--- src/rtl/bus_master_if.sv ---
// Single-outstanding bus master: takes one pipeline request, drives it onto the
// shared bus until the slave mux answers or the wait budget runs out, then pulses a response.
module bus_master_if #(
  parameter int unsigned DATA_WIDTH = 32,
  parameter int unsigned ADDR_WIDTH = 32,
  parameter int unsigned TIMEOUT    = 16
) (
  input  logic                  clk,
  input  logic                  rst_n,
  input  logic                  req_valid,
  input  logic                  req_we,
  input  logic [ADDR_WIDTH-1:0] req_addr,
  input  logic [DATA_WIDTH-1:0] req_wdata,
  output logic                  req_ready,
  output logic                  resp_valid,
  output logic [DATA_WIDTH-1:0] resp_rdata,
  output logic                  resp_err,
  output logic                  stall,
  output logic                  bus_req,
  output logic                  bus_we,
  output logic [ADDR_WIDTH-1:0] bus_addr,
  output logic [DATA_WIDTH-1:0] bus_wdata,
  input  logic                  bus_rdy,
  input  logic [DATA_WIDTH-1:0] bus_rdata
);

  localparam logic [1:0] IDLE = 2'd0;
  localparam logic [1:0] BUSY = 2'd1;
  localparam logic [1:0] DONE = 2'd2;

  // Last wait cycle value of the counter; reaching it without bus_rdy is a timeout.
  localparam logic [7:0] TMO_LAST = 8'(TIMEOUT - 1);

  logic [1:0] state;
  logic [7:0] tmo_cnt;

  always_ff @(posedge clk or negedge rst_n) begin
    if (!rst_n) begin
      state      <= IDLE;
      tmo_cnt    <= '0;
      bus_we     <= 1'b0;
      bus_addr   <= '0;
      bus_wdata  <= '0;
      resp_rdata <= '0;
      resp_err   <= 1'b0;
    end else begin
      case (state)
        IDLE: begin
          if (req_valid) begin
            bus_we    <= req_we;
            bus_addr  <= req_addr;
            bus_wdata <= req_we ? req_wdata : '0;
            tmo_cnt   <= '0;
            state     <= BUSY;
          end
        end
        BUSY: begin
          // A ready in the final wait cycle still counts as success.
          if (bus_rdy) begin
            resp_rdata <= bus_we ? '0 : bus_rdata;
            resp_err   <= 1'b0;
            state      <= DONE;
          end else if (tmo_cnt == TMO_LAST) begin
            resp_rdata <= '0;
            resp_err   <= 1'b1;
            state      <= DONE;
          end else begin
            tmo_cnt <= tmo_cnt + 8'd1;
          end
        end
        DONE: begin
          bus_we    <= 1'b0;
          bus_addr  <= '0;
          bus_wdata <= '0;
          state     <= IDLE;
        end
        default: begin
          bus_we    <= 1'b0;
          bus_addr  <= '0;
          bus_wdata <= '0;
          state     <= IDLE;
        end
      endcase
    end
  end

  assign req_ready  = (state == IDLE);
  assign bus_req    = (state == BUSY);
  assign resp_valid = (state == DONE);
  assign stall      = (state != IDLE);

endmodule

--- config.mk ---
export PLATFORM = sky130hd
export DESIGN_NAME = bus_master_if
export DESIGN_NICKNAME = d
export VERILOG_FILES = /design/src/rtl/bus_master_if.sv
export SDC_FILE = /design/constraint.sdc
export NUM_CORES = 1
export LEC_CHECK = 0
export CORE_MARGIN = 4
export CORE_UTILIZATION = 43
export CTS_CLUSTER_DIAMETER = 40
export DETAILED_ROUTE_END_ITERATION = 12
export GPL_ROUTABILITY_DRIVEN = 0
export HOLD_SLACK_MARGIN = 0.06
export PLACE_DENSITY = 0.92
export SLEW_MARGIN = 10
export SYNTH_ARGS = -nofsm -noshare
export SYNTH_HDL_FRONTEND = slang
export SYNTH_SLANG_ARGS = --single-unit
--- constraint.sdc ---
create_clock -name clk -period 3.1 [get_ports clk]
set_input_delay 0.62 -clock clk [delete_from_list [all_inputs] [get_ports clk]]
set_output_delay 0.62 -clock clk [all_outputs]
set_load 0.05 [all_outputs]
==> results of run 1 <==
-- registers in the layout (all words and copies together) (netlist names) --
name,flops
state,2
resp_err,1
resp_rdata,32
bus_we,1
bus_wdata,32
tmo_cnt,8
bus_addr,32
-- cell families after synthesis --
group,Yosys count
flip-flops,108
AO/OA/AOI/OAI,119
buffers and inverters,26
AND/OR/NAND/NOR,24
adder cells (fa/ha/maj),1
-- routing by layer --
metal,routed length [µm],vias up
met5,0,-
met2,5580,166
met1,4700,1563
li1,-,1455
met4,288,0
met3,887,24
-- stage by stage --
stage | total power [mW] | std cells | hold slack, ns
global placement | 5.68 | 576 | 0.454
global route | 6.80 | 592 | 0.303
detailed placement | 5.76 | 576 | 0.481
finish | 6.52 | 592 | 0.260
CTS | 6.58 | 592 | 0.270
floorplan | 4.44 | 278 | 0.324
-- how the worst max path moves through the flow --
| stage | startpoint | endpoint | slack [ns] | cells past startpoint |
|---|---|---|---|---|
| after detailed placement | state[1]$_DFFE_PN0P_ | bus_req | 0.82 | 3 |
| after floorplan | state[0]$_DFFE_PN0P_ | stall | 0.84 | 2 |
| after CTS | state[1]$_DFFE_PN0P_ | bus_req | 0.40 | 3 |
| final | state[1]$_DFFE_PN0P_ | bus_req | 0.43 | 3 |
| after global placement | state[1]$_DFFE_PN0P_ | bus_req | 0.87 | 3 |
| after global routing | state[1]$_DFFE_PN0P_ | bus_req | 0.34 | 3 |
-- where the power goes --
part | switching (mW) | leakage, nW | internal [mW]
clock | 0.482 | 0.0933 | 0.322
sequential | 0.298 | 1.41 | 1.87
combinational | 2.29 | 1.30 | 1.26
-- Yosys cell counts, drive strengths merged --
| cell type | count |
|---|---|
| nand2b | 1 |
| clkbuf | 10 |
| o21ai | 4 |
| nand2 | 8 |
| ha | 1 |
| nor2b | 1 |
| nand4 | 1 |
| buf | 11 |
| dfrtp | 108 |
| and3 | 2 |
| or4 | 1 |
| o211ai | 1 |
| a31oi | 4 |
| and4 | 1 |
| a21oi | 5 |
| inv | 5 |
| nor2 | 4 |
| a22o | 96 |
| and2 | 1 |
| o21a | 4 |
| o41ai | 1 |
| nand3 | 3 |
| nor3b | 1 |
| a21o | 2 |
| a41oi | 1 |
| o21ba | 1 |
-- area by class of cell --
| cell class | count | share of cell area [%] |
|---|---|---|
| clock buffers | 10 | 2.18 |
| multi-input cells | 144 | 18.9 |
| inverters | 5 | 0.337 |
| well taps | 111 | 2.20 |
| repair buffers | 208 | 32.9 |
| clock inverters | 6 | 0.752 |
| flip-flops and latches | 108 | 42.8 |
==> metrics.txt, run 1 <==
post-detail-place hpwl=8390 µm; unrepaired setup endpoints after global routing=no; total clock buffers created by CTS=9; minimum setup slack after placement=0.824 ns; met3 track demand over resource=5.87%; cell types with the largest area share after synthesis=sky130_fd_sc_hd__dfrtp_1, sky130_fd_sc_hd__a22o_1, sky130_fd_sc_hd__buf_6, sky130_fd_sc_hd__clkbuf_1, sky130_fd_sc_hd__nand2_1; share of final-layout standard cells stronger than drive strength 1=7.48%; # nets final=578; met2 layer usage reported by global route=35.4%; final worst clock skew=0.0180 ns; clk sink count=108; Fin Setup TNS=0 ns; number of port buffers=202; area of the die=11,000 µm²; Placed Area=6130 µm²; part of the cycle the worst path needs=86.2%; Hold Violations, Final=0; largest net degree at the start of global routing=66; flops & latches, synth=108; Post-Synthesis Cell Area=4020 µm²; Synth Area in Adders=0.311%; Die X=105 µm; ordered cell list for the critical path=nand2b_1 -> inv_2 -> clkdlybuf4s50_1; final-report setup violation count=0; buffering stage count on the worst path with inverters included=2; multiplexer share of the synthesized area=0%; clock insertion delay at the later pin of the skew report=0.36 ns; fraction of post-synthesis cell area in the top cell type by area=67.3%; Max stage delay cell, worst path=sky130_fd_sc_hd__clkdlybuf4s50_1; number of placement rows=35; detailed-route DRC error count=0; depth of the CTS H-tree=3; crit-path leading delay family=buffers and inverters; number of detailed-routing iterations run before antenna repair=4; routed len/inst=19.4 µm; number of max-slew violations in the final report=0; count of pins on the block boundary=203; most used cells in the layout excluding fill and tap cells=sky130_fd_sc_hd__clkdlybuf4s50_1, sky130_fd_sc_hd__dfrtp_1, sky130_fd_sc_hd__a22o_1; maximum frequency from static timing analysis=374 MHz; wire length of the first global-routing pass=18,600 µm; max_slew headroom=42.4%; setup slack on the worst flop-to-flop path=0.99 ns; stage delay of the slowest cell on the critical path=0.83 ns; Simple-Gate Fraction of Synth Area=3.83%; crit path max fanout=8; Max-cap violations=0; portion of the post-synthesis area used by sequential elements=67.3%; count of unique library cells instantiated by Yosys=36; Reg clk slew, reported paths=0.11 ns; final core area utilization=69.0%; ratio of total power to cell area=1030 nW/µm²; smallest setup slack after layout=0.429 ns; met1 usage=26.3%; area of the core=9150 µm²; number of global-route vias before repair=3,506; iteration-0 DRC count of the detailed router=165; launch instance of the worst register-to-register path=tmo_cnt[0]$_DFFE_PN0P_; global-route usage over all layers=21.2%; register cell area after layout=2700 µm²; count of fill cells added during filler insertion=649; root buf cell=sky130_fd_sc_hd__clkbuf_8; post-cts repair resize count=0; initial core utilization=43.9%; Synth Area in XOR/XNOR=0%; Max IR drop VDD=0.527 mV; antenna diode count=0; category of the critical setup timing path=flop to output port; Synthesized Nets=380; largest area contributor in the netlist=sky130_fd_sc_hd__dfrtp_1; number of nets with antenna violations after detailed routing=0; Total Wirelength=11,500 µm; Reg2Reg Depth=6; synthesized netlist cell count=278; CTS hold repair buffers=0; clock period minus final worst setup slack=2.67 ns; Worst Path Required=2.48 ns; combined area of the multi-input logic cells=1190 µm²; worst hold-check path type=input pin to async pin; total non-filler cell area in the finished layout=6320 µm²; Least-Margin Pin Slew=0.861 ns; mean instance size in the synthesized netlist=14.5 µm²; leakage power of the design=2.80 nW; TritonCTS clock tree=built; reg-to-reg endpoint=resp_err$_DFFE_PN0P_; relative area change from synthesis to final layout=57.3%; global routing's busiest layer=met2; outcome=finished, final reports clean; total via count in the routed design=3,208; commonest non-fill, non-tap cell in the layout=sky130_fd_sc_hd__clkdlybuf4s50_1; post-CTS setup repair buffer count=0; launching element type of the critical path=flop; initial antenna violation count=0; type of element capturing the critical path=output port; Max Buffers Root-to-Sink=2; fraction of the mapped netlist area in compound gates=25.2%; DR vias/cell=5.42; total global routing overflow=0; arrival time of data at the critical path endpoint=2.05 ns; largest family of logic cells by synthesized area=compound AO/OA/AOI/OAI gates; Synth Warn #=0; vertical die dimension=105 µm
Note: power is estimated with default switching activity, not from simulation.
==> inputs of run 2 (changes only) <==
clock period = 3.4 ns   (was 3.1 ns; I/O delays follow)
==> metrics.txt, run 2 (same netlist as run 1, synthesis figures left out) <==
maximum frequency from static timing analysis=367 MHz; TritonCTS clock tree=built (unchanged); number of placement rows=35 (unchanged); post-layout total power=5.95 mW (was 6.52 mW); detailed-routed wire length on met2=5850 µm (was 5580 µm); wire length of the first global-routing pass=18,500 µm (was 18,600 µm); final core area utilization=68.9% (was 69.0%); number of detailed-routing iterations run before antenna repair=4 (unchanged); part of the cycle the worst path needs=80.2%; post-CTS setup repair buffer count=0 (unchanged); crit path max fanout=8 (unchanged); number of global-route vias before repair=3,544 (was 3,506); iteration-0 DRC count of the detailed router=144 (was 165); Met1 Wirelength=4730 µm (was 4700 µm); max_slew headroom=44.5% (was 42.4%); commonest non-fill, non-tap cell in the layout=sky130_fd_sc_hd__clkdlybuf4s50_1 (unchanged); Reg2Reg Depth=5 (was 6); number of placed cells counting well taps=575 (was 576); launching element type of the critical path=flop (unchanged); largest registers ranked by flip-flop count=bus_addr x32, bus_wdata x32, resp_rdata x32 (unchanged); smallest setup slack after layout=0.672 ns (was 0.429 ns); total via count in the routed design=3,245 (was 3,208); area of the die=11,000 µm² (unchanged); minimum setup slack after placement=1.08 ns (was 0.824 ns); worst hold-check path type=input pin to async pin (unchanged); Max stage delay cell, worst path=sky130_fd_sc_hd__clkdlybuf4s50_1 (unchanged); largest net degree at the start of global routing=66 (unchanged); arrival time of data at the critical path endpoint=2.05 ns (about the same); post-detail-place hpwl=8390 µm (about the same); clock insertion delay at the later pin of the skew report=0.36 ns (about the same); post-cts repair resize count=0 (unchanged); Worst Path Required=2.72 ns (was 2.48 ns); buffering stage count on the worst path with inverters included=2 (unchanged); final-report setup violation count=0 (unchanged); antenna diode count=0 (unchanged); vertical die dimension=105 µm (unchanged); Least-Margin Pin Slew=0.830 ns (was 0.861 ns); total global routing overflow=0 (unchanged); depth of the CTS H-tree=3 (unchanged); ratio of total power to cell area=943 nW/µm² (was 1030 nW/µm²); unrepaired setup endpoints after global routing=no (unchanged); Fin Setup TNS=0 ns (unchanged); Max IR drop VDD=0.492 mV (was 0.527 mV); share of final-layout standard cells stronger than drive strength 1=7.08% (was 7.48%); launch instance of the worst register-to-register path=tmo_cnt[0]$_DFFE_PN0P_ (unchanged); area of the core=9150 µm² (unchanged); final-layout worst hold slack=0.354 ns (was 0.260 ns); clock period minus final worst setup slack=2.73 ns; initial core utilization=43.9% (unchanged); Detail Route met3 WL=856 µm (was 887 µm); reg-to-reg endpoint=resp_rdata[1]$_DFFE_PN0P_ (was resp_err$_DFFE_PN0P_); crit-path leading delay family=buffers and inverters (unchanged); final worst clock skew=0.0230 ns (was 0.0180 ns); total non-filler cell area in the finished layout=6310 µm² (was 6320 µm²); number of max-slew violations in the final report=0 (unchanged); root buf cell=sky130_fd_sc_hd__clkbuf_8 (unchanged); DR vias/cell=5.49 (was 5.42); count of pins on the block boundary=203 (unchanged); Die X=105 µm (unchanged); Reg clk slew, reported paths=0.12 ns (was 0.11 ns); Placed Area=6130 µm² (about the same); outcome=finished, final reports clean (unchanged); clk sink count=108 (unchanged); global-route usage over all layers=21.1% (was 21.2%); routed len/inst=19.7 µm (was 19.4 µm); stage delay of the slowest cell on the critical path=0.83 ns (about the same); category of the critical setup timing path=flop to output port (unchanged); Hold Violations, Final=0 (unchanged); CTS hold repair buffers=0 (unchanged); ordered cell list for the critical path=nand2b_1 -> inv_2 -> clkdlybuf4s50_1 (unchanged); setup slack on the worst flop-to-flop path=1.33 ns (was 0.99 ns); relative area change from synthesis to final layout=57.1% (was 57.3%); detailed-route DRC error count=0 (unchanged); number of nets with antenna violations after detailed routing=0 (unchanged); Max Buffers Root-to-Sink=2 (unchanged); leakage power of the design=2.79 nW (was 2.80 nW); type of element capturing the critical path=output port (unchanged); Total Wirelength=11,700 µm (was 11,500 µm); number of port buffers=202 (unchanged); Final Non-Filler Cells=591 (was 592); most used cells in the layout excluding fill and tap cells=sky130_fd_sc_hd__clkdlybuf4s50_1, sky130_fd_sc_hd__dfrtp_1, sky130_fd_sc_hd__a22o_1 (unchanged); top metal layer carrying routed signals=met4 (unchanged); initial antenna violation count=0 (unchanged); total clock buffers created by CTS=9 (unchanged); # nets final=577 (was 578); Max-cap violations=0 (unchanged)
## run 2: report_power, final
| group | internal [mW] | switching, mW |
|---|---|---|
| sequential | 1.71 | 0.277 |
| combinational | 1.15 | 2.08 |
| clock | 0.297 | 0.439 |
## run 2: how the worst max path moves through the flow
stage          cells after the start                  from       to  slack (ns)
2_1_floorplan                      2  state[0]$_DFFE_PN0P_    stall        1.08
3_3_place_gp                       3  state[1]$_DFFE_PN0P_  bus_req        1.11
3_5_place_dp                       3  state[1]$_DFFE_PN0P_  bus_req        1.08
4_1_cts                            3  state[1]$_DFFE_PN0P_  bus_req        0.66
5_1_grt                            3  state[1]$_DFFE_PN0P_  bus_req        0.60
6_report                           3  state[1]$_DFFE_PN0P_  bus_req        0.67
## run 2: layout make-up
| class | instances | area (µm²) |
|---|---|---|
| Timing Repair Buffer | 207 | 2070 |
| Sequential cell | 108 | 2700 |
| Fill cell | 665 | 2840 |
| Clock buffer | 11 | 141 |
| Inverter | 5 | 21.3 |
| Multi-Input combinational cell | 144 | 1190 |
| Clock inverter | 5 | 42.5 |
| Tap cell | 111 | 139 |
## run 2: routing by layer
metal | GRT usage [%] | up-vias
li1 | - | 1457
met1 | 26.2 | 1600
met2 | 36.1 | 172
met3 | 5.50 | 16
met4 | 7.03 | 0
met5 | 0 | -
==> inputs of run 3 (changes only) <==
CORE_UTILIZATION = 36   (was 43)
PLACE_DENSITY = 0.83   (was 0.92)
clock period = 2.3 ns   (was 3.4 ns; I/O delays follow)
==> metrics.txt, run 3 (same netlist as run 1, synthesis figures left out) <==
largest net degree at the start of global routing=82 (was 66); global routing's busiest layer=met2 (unchanged); TritonCTS clock tree=built (unchanged); Fin Setup TNS=0 ns (unchanged); number of placement rows=38 (was 35); ordered cell list for the critical path=clkdlybuf4s50_1 (was nand2b_1 -> inv_2 -> clkdlybuf4s50_1); category of the critical setup timing path=flop to output port (unchanged); wire length of the first global-routing pass=17,200 µm (was 18,500 µm); Hold Violations, Final=0 (unchanged); crit path max fanout=3 (was 8); number of detailed-routing iterations run before antenna repair=4 (unchanged); reg-to-reg endpoint=resp_rdata[12]$_DFFE_PN0P_ (was resp_rdata[1]$_DFFE_PN0P_); antenna diode count=0 (unchanged); number of nets with antenna violations after detailed routing=0 (unchanged); Worst Path Required=1.84 ns (was 2.72 ns); Hold Path End=tmo_cnt[7]$_DFFE_PN0P_; Die X=114 µm (was 105 µm); detailed-route DRC error count=0 (unchanged); count of pins on the block boundary=203 (unchanged); critical path launch point=bus_we$_DFFE_PN0P_ (was state[1]$_DFFE_PN0P_); max_slew headroom=64.2% (was 44.5%); crit-path leading delay family=buffers and inverters (unchanged); launch instance of the worst register-to-register path=tmo_cnt[4]$_DFFE_PN0P_ (was tmo_cnt[0]$_DFFE_PN0P_); arrival time of data at the critical path endpoint=1.64 ns (was 2.05 ns); Total Wirelength=10,900 µm (was 11,700 µm); clk sink count=108 (unchanged); routed len/inst=17.4 µm (was 19.7 µm); met2 layer usage reported by global route=26.6% (was 36.1%); Max Buffers Root-to-Sink=2 (unchanged); combined area of the multi-input logic cells=1190 µm² (unchanged); post-layout total power=8.88 mW (was 5.95 mW); relative area change from synthesis to final layout=59.8% (was 57.1%); Max IR drop VDD=0.770 mV (was 0.492 mV); hold-critical path depth=1; setup slack on the worst flop-to-flop path=0.44 ns (was 1.33 ns); Reg2Reg Depth=5 (unchanged); initial antenna violation count=0 (unchanged); initial core utilization=36.9% (was 43.9%); total global routing overflow=0 (unchanged); DR vias/cell=5.09 (was 5.49); commonest non-fill, non-tap cell in the layout=sky130_fd_sc_hd__clkdlybuf4s50_1 (unchanged); clock insertion delay at the later pin of the skew report=0.37 ns (was 0.36 ns); largest registers ranked by flip-flop count=bus_addr x32, bus_wdata x32, resp_rdata x32 (unchanged); unrepaired setup endpoints after global routing=no (unchanged); launching element type of the critical path=flop (unchanged); outcome=finished, final reports clean (unchanged); number of global-route vias before repair=3,374 (was 3,544); register cell area after layout=2700 µm² (unchanged); # nets final=580 (was 577); vertical die dimension=114 µm (was 105 µm); area of the die=12,900 µm² (was 11,000 µm²); Reg clk slew, reported paths=0.10 ns (was 0.12 ns); iteration-0 DRC count of the detailed router=193 (was 144); root buf cell=sky130_fd_sc_hd__clkbuf_8 (unchanged); met1 usage=22.0% (was 26.2%); type of element capturing the critical path=output port (unchanged); total via count in the routed design=3,174 (was 3,245); depth of the CTS H-tree=3 (unchanged); Max-cap violations=0 (unchanged); area of the core=10,900 µm² (was 9150 µm²); number of max-slew violations in the final report=0 (unchanged); met3 track demand over resource=4.67% (was 5.50%); most used cells in the layout excluding fill and tap cells=sky130_fd_sc_hd__clkdlybuf4s50_1, sky130_fd_sc_hd__dfrtp_1, sky130_fd_sc_hd__a22o_1 (unchanged); final-report setup violation count=0 (unchanged); stage delay of the slowest cell on the critical path=0.86 ns (was 0.83 ns); share of final-layout standard cells stronger than drive strength 1=8.07% (was 7.08%); ratio of total power to cell area=1380 nW/µm² (was 943 nW/µm²); post-detail-place hpwl=7680 µm (was 8390 µm); maximum frequency from static timing analysis=477 MHz; count of fill cells added during filler insertion=871 (was 665); buffering stage count on the worst path with inverters included=1 (was 2); post-CTS setup repair buffer count=0 (unchanged); worst hold path startpoint=tmo_cnt[7]$_DFFE_PN0P_; Least-Margin Pin Slew=0.535 ns (was 0.830 ns); final worst clock skew=0.0110 ns (was 0.0230 ns); part of the cycle the worst path needs=91.1%; Max stage delay cell, worst path=sky130_fd_sc_hd__clkdlybuf4s50_1 (unchanged); total clock buffers created by CTS=9 (unchanged); clock period minus final worst setup slack=2.10 ns; worst hold-check path type=flop to flop (was input pin to async pin); global-route usage over all layers=16.8% (was 21.1%); final core area utilization=59.0% (was 68.9%); number of port buffers=202 (unchanged); leakage power of the design=2.84 nW (was 2.79 nW)
## run 3: area by class of cell
type | count | share of cell area [%]
clock buffer | 10 | 2.14
clock inverter | 6 | 1.13
tap | 140 | 2.73
sequential | 108 | 42.1
multi-input combinational | 144 | 18.6
inverter | 5 | 0.331
timing repair buffer | 210 | 33.0
## run 3: per-stage QoR
stage | instance area (µm²) | setup slack [ns] | hold WS [ns] | instances
after floorplan | 4020 | 0.200 | 0.164 | 278
after global placement | 6200 | 0.391 | 0.393 | 606
after detailed placement | 6200 | 0.379 | 0.406 | 606
after CTS | 6420 | 0.0129 | 0.486 | 623
after global routing | 6420 | 0.123 | 0.516 | 623
final | 6420 | 0.204 | 0.490 | 623
## run 3: worst reg2reg max path, cell delays in order, from the launching register on
cell and delay (ns):
sky130_fd_sc_hd__dfrtp_1 0.47, sky130_fd_sc_hd__or4_4 0.58, sky130_fd_sc_hd__nor2_4 0.12, sky130_fd_sc_hd__o21ai_4 0.06, sky130_fd_sc_hd__buf_4 0.24, sky130_fd_sc_hd__a22o_1 0.28
## run 3: where the power goes
part | total (mW) | internal [mW] | switching (mW) | leakage, nW
registers | 2.92 | 2.53 | 0.395 | 1.41
logic | 4.78 | 1.72 | 3.05 | 1.33
clock network | 1.18 | 0.543 | 0.640 | 0.103
## run 3: how the worst max path moves through the flow
stage / slack (ns) / endpoint / cells past startpoint
2_1_floorplan: 0.20 / bus_wdata[22]$_DFFE_PN0P_ / 5
3_3_place_gp: 0.39 / tmo_cnt[6]$_DFFE_PN0P_ / 5
3_5_place_dp: 0.38 / tmo_cnt[6]$_DFFE_PN0P_ / 5
4_1_cts: 0.01 / stall / 3
5_1_grt: 0.12 / bus_we / 1
6_report: 0.20 / bus_we / 1
## run 3: timing repair
item	in CTS	in global routing
setup endpoints to repair	1	1
hold buffers	1	0
gates resized for setup	1	1
endpoints found under the hold margin	27	0
## run 3: routing by layer
metal	vias to the layer above	routed length, µm
li1	1460	-
met1	1534	4840
met2	164	4930
met3	16	872
met4	0	222
met5	-	0
==> edit 1 (settings of run 2) <==
Set the parameter `DATA_WIDTH` to 48 (it was 32).
--- a/src/rtl/bus_master_if.sv
+++ b/src/rtl/bus_master_if.sv
@@ -2,5 +2,5 @@
 // shared bus until the slave mux answers or the wait budget runs out, then pulses a response.
 module bus_master_if #(
-  parameter int unsigned DATA_WIDTH = 32,
+  parameter int unsigned DATA_WIDTH = 48,
   parameter int unsigned ADDR_WIDTH = 32,
   parameter int unsigned TIMEOUT    = 16
Interface: changed (resized bus_rdata, bus_wdata, req_wdata and resp_rdata); port bits go from 203 to 267. No check against the original RTL was run, so the function may have changed too.
==> edit 1 against run 2 <==
  * Die area rose by 27%
  * Final cell count rose by 32%
  * Synthesized area rose by 29%
  * Worst setup slack got worse by 0.20 ns
  * Via count rose by 31%
  * Routed wire length rose by 37%
  * Largest cell class unchanged
  * Synthesized cell count rose by 29%
  * Highest routed layer unchanged
  * Global-route usage rose by 1.8 points
  * Critical endpoint unchanged
  * Sequential cell count rose by 32
  * Count of clock-buffer cells in the layout rose by 9
  * Total power rose by 45%
  * Design area rose by 36%
  * Critical path depth did not move
==> edit 1: results <==
set metrics [dict create \
    place_hpwl_mm 11.46 \
    path_max_fanout 11 \
    reg2reg_from "tmo_cnt[5]$_DFFE_PN0P_" \
    post_cts_resized 0 \
    max_stage_delay_ns 0.85 \
    syn-num-nets 494 \
    yosys-mux-area-fraction_pct 0.1929 \
    combPwrFrac_pct 48.4 \
    met2_usage_pct 37.51 \
    switching_power_mw 3.733 \
    max-slew-margin-rel_pct 48.62 \
    first_iter_violations 326 \
    placed_area_mm2 0.008004 \
    hold_ws_ns 0.3147 \
    numCtsBuffers 17 \
    grtUsageTotal_pct 22.99 \
    netlist_instances 360 \
    cts.clk_slew.worst_paths_ns 0.06 \
    p_sw_share_pct 43.27 \
    status "completed" \
    grt_start_max_net_pins 86 \
    routedWlPerCell_um 20.59 \
    grt_pass1_wl_mm 25.46 \
    max_freq_mhz 341.1 \
    peakVddDrop_uv 546.8 \
    clkPwrFrac_pct 21.6 \
    clock_latency_ns 0.40 \
    vias 4258 \
    grt_pass1_vias 4655 \
    htree_levels 4 \
    pre_cts_ws_ns 0.8827 \
    reg_top3 "bus_wdata: 48 flops, resp_rdata: 48 flops, bus_addr: 32 flops" \
    p_leak_nw 3.864 \
    drive_gt1_share_pct 7.874 \
    drv_slew 0 \
    nFillCells 708 \
    yosysSeqAreaShare_pct 67.50 \
    top_layer "met4" \
    wirelength_mm 16.02 \
    yosys-top-cells-count "140 x dfrtp_1, 124 x a22o_1, 18 x clkbuf_1, 9 x a21o_1" \
    synth_xor_area_share_pct 0.1688 \
    grtUsageMet1_pct 28.65 \
    reg2reg_to "resp_rdata[21]$_DFFE_PN0P_" \
    synthTopCellsByArea "dfrtp_1 68%, a22o_1 21%, a21o_1 1.3%" \
    met2WireLength_mm 7.896 \
    drt-met1-wl_mm 6.521 \
    portBuffers 266 \
    ctsRootBufferMaster "clkbuf_16" \
    wl_met3_mm 1.262 \
    synth_fa_ha_area_share_pct 0.2411 \
    place_inst 747 \
    fin_nets 757 \
    synth_compound_area_share_pct 23.92 \
    grtUsageMet3_pct 7.737 \
]
## edit 1: changes by cell type in the layout (fill, tap and decap cells not counted), sizes merged, moves of 3 or more
cell	before	now
clkdlybuf4s50	201	265
dfrtp	108	140
a22o	96	124
clkbuf	11	20
a21o	2	9
and4b	0	6
o21a	4	0
a31oi	4	1
buf	6	9
bufinv	0	3
clkinv	1	4
clkinvlp	1	4
nor3	0	3
## edit 1: layout make-up
class                      count  area (um2)  area share [%]
sequential                   140        3503           40.72
timing repair buffer         274        2749           31.95
multi-input combinational    184        1550           18.02
clock buffer                  20       456.7           5.308
tap                          143       178.9           2.079
clock inverter                11       143.9           1.672
inverter                       6       22.52          0.2617
## edit 1: logic make-up (layout without fill, tap and decap cells)
kind of cell / after synthesis / after routing
AOI/OAI and AO/OA: 146 / 146
xor gates and xnor gates: 1 / 1
adders and majority gates: 1 / 1
buffers and inverters: 36 / 311
DFF: 140 / 140
muxes: 1 / 1
and+or+nand+nor: 35 / 35
## edit 1: worst max-delay path by stage
| stage | startpoint | cells after the start | end |
|---|---|---|---|
| 2_1_floorplan | state[1]$_DFFE_PN0P_ | 3 | stall |
| 3_3_place_gp | bus_rdy | 5 | tmo_cnt[5]$_DFFE_PN0P_ |
| 3_5_place_dp | bus_rdy | 5 | tmo_cnt[5]$_DFFE_PN0P_ |
| 4_1_cts | state[1]$_DFFE_PN0P_ | 3 | bus_req |
| 5_1_grt | state[1]$_DFFE_PN0P_ | 3 | bus_req |
| 6_report | state[1]$_DFFE_PN0P_ | 3 | bus_req |
## edit 1: worst reg2reg max path, delay by kind of cell, from the launching register on
family,cells,cell delay [ns]
AO/OA/AOI/OAI,2,0.44
buffers and inverters,1,0.30
flip-flops,1,0.43
AND/OR/NAND/NOR,2,0.70
==> edit 2 (flow settings as in run 2) <==
Made on the original files. Reset style: synchronous (`rst_n`), changed in one clocked block.
--- a/src/rtl/bus_master_if.sv
+++ b/src/rtl/bus_master_if.sv
@@ -35,5 +35,5 @@
   logic [7:0] tmo_cnt;
 
-  always_ff @(posedge clk or negedge rst_n) begin
+  always_ff @(posedge clk) begin
     if (!rst_n) begin
       state      <= IDLE;
Behaviour: differs if rst_n is asserted again (counterexample within 4 cycles, from zero or initial values and one cycle with rst_n low); with rst_n held inactive, the same outputs for 4 cycles.
==> edit 2 against run 2 <==
  * Worst setup slack better by 0.046 ns
  * Synthesized area fell by 7.7%
  * Sequential cell count is the same
  * Routed wire length is 1.7% lower
  * Design area shrank 5.1%
  * Hold slack gained 0.13 ns
  * Register-to-register slack improved by 0.29 ns
  * Critical path depth unchanged
Power is not compared: it rests on default switching activity, and its combinational part moved more than twofold at a synthesized area within 25%.
==> edit 2: results <==
set metrics [dict create \
    status "completed" \
    met2_usage_pct 38.63 \
    syn-num-nets 457 \
    hold_ws_ns 0.4809 \
    fin_nets 649 \
    startpoint "state[0]$_SDFFE_PN0P_" \
    cts.clk_slew.worst_paths_ns 0.10 \
    grt_start_max_net_pins 41 \
    grtUsageMet1_pct 24.63 \
    skew_ns 0.01682 \
    synth_fa_ha_area_share_pct 0.3375 \
    routedWlPerCell_um 17.44 \
    vias 3546 \
    netlist_instances 355 \
    grtUsageMet3_pct 8.235 \
    synth_xor_area_share_pct 0.2362 \
    first_iter_violations 137 \
    yosysSeqAreaShare_pct 58.32 \
    yosys-top-cells-count "108 x dfxtp_1, 70 x nor2_1, 64 x a22oi_1, 32 x a22o_1, 12 x clkbuf_1" \
    drt-met1-wl_mm 4.476 \
    synth_compound_area_share_pct 25.04 \
    grt_pass1_wl_mm 17.68 \
    reg2reg_to "resp_rdata[3]$_SDFFE_PN0P_" \
    wirelength_mm 11.46 \
    arrival_ns 2.00 \
    wl_met3_mm 1.153 \
    synthFlopType "dfxtp_1" \
    place_inst 641 \
    grt_pass1_vias 3589 \
    hp-class "flop to flop" \
    max-slew-margin-rel_pct 61.00 \
    fin_crit_sh_pct 78.89 \
    ff2ff_path_depth 5 \
    ys_types 40 \
    drive_gt1_share_pct 6.341 \
    placed_area_mm2 0.005779 \
    synthArstFlopShare_pct 0 \
    pre_cts_ws_ns 1.060 \
    reg2reg_from "tmo_cnt[4]$_SDFFE_PN0P_" \
    r2r_slack_ns 1.62 \
    place_hpwl_mm 8.568 \
    met2WireLength_mm 5.709 \
    grtUsageTotal_pct 21.88 \
]
edit 2: changes by cell type in the layout (fill, tap and decap cells not counted), moves of 3 or more:
cell | run 2 | this run
dfxtp_1 | 0 | 108
dfrtp_1 | 108 | 0
buf_4 | 5 | 8
a31oi_1 | 4 | 0
a22oi_1 | 0 | 64
o21a_1 | 3 | 0
nor2_1 | 1 | 70
nand2_1 | 8 | 3
a22o_1 | 96 | 32
edit 2: cell type report:
class / instances / area [um2]
clock buffer: 10 / 137.6
clock inverter: 6 / 68.82
fill: 609 / 2313
inverter: 4 / 15.01
multi-input combinational: 214 / 1389
sequential: 108 / 2162
tap: 105 / 131.4
timing repair buffer: 210 / 2082
edit 2: power by group through the flow:
stage	logic, mW	registers [mW]	clock network [mW]
floorplan	0.156	1.56	0
global placement	0.589	1.38	0
detailed placement	0.601	1.38	0
CTS	0.603	1.35	0.821
global route	0.629	1.36	0.871
finish	0.601	1.35	0.797
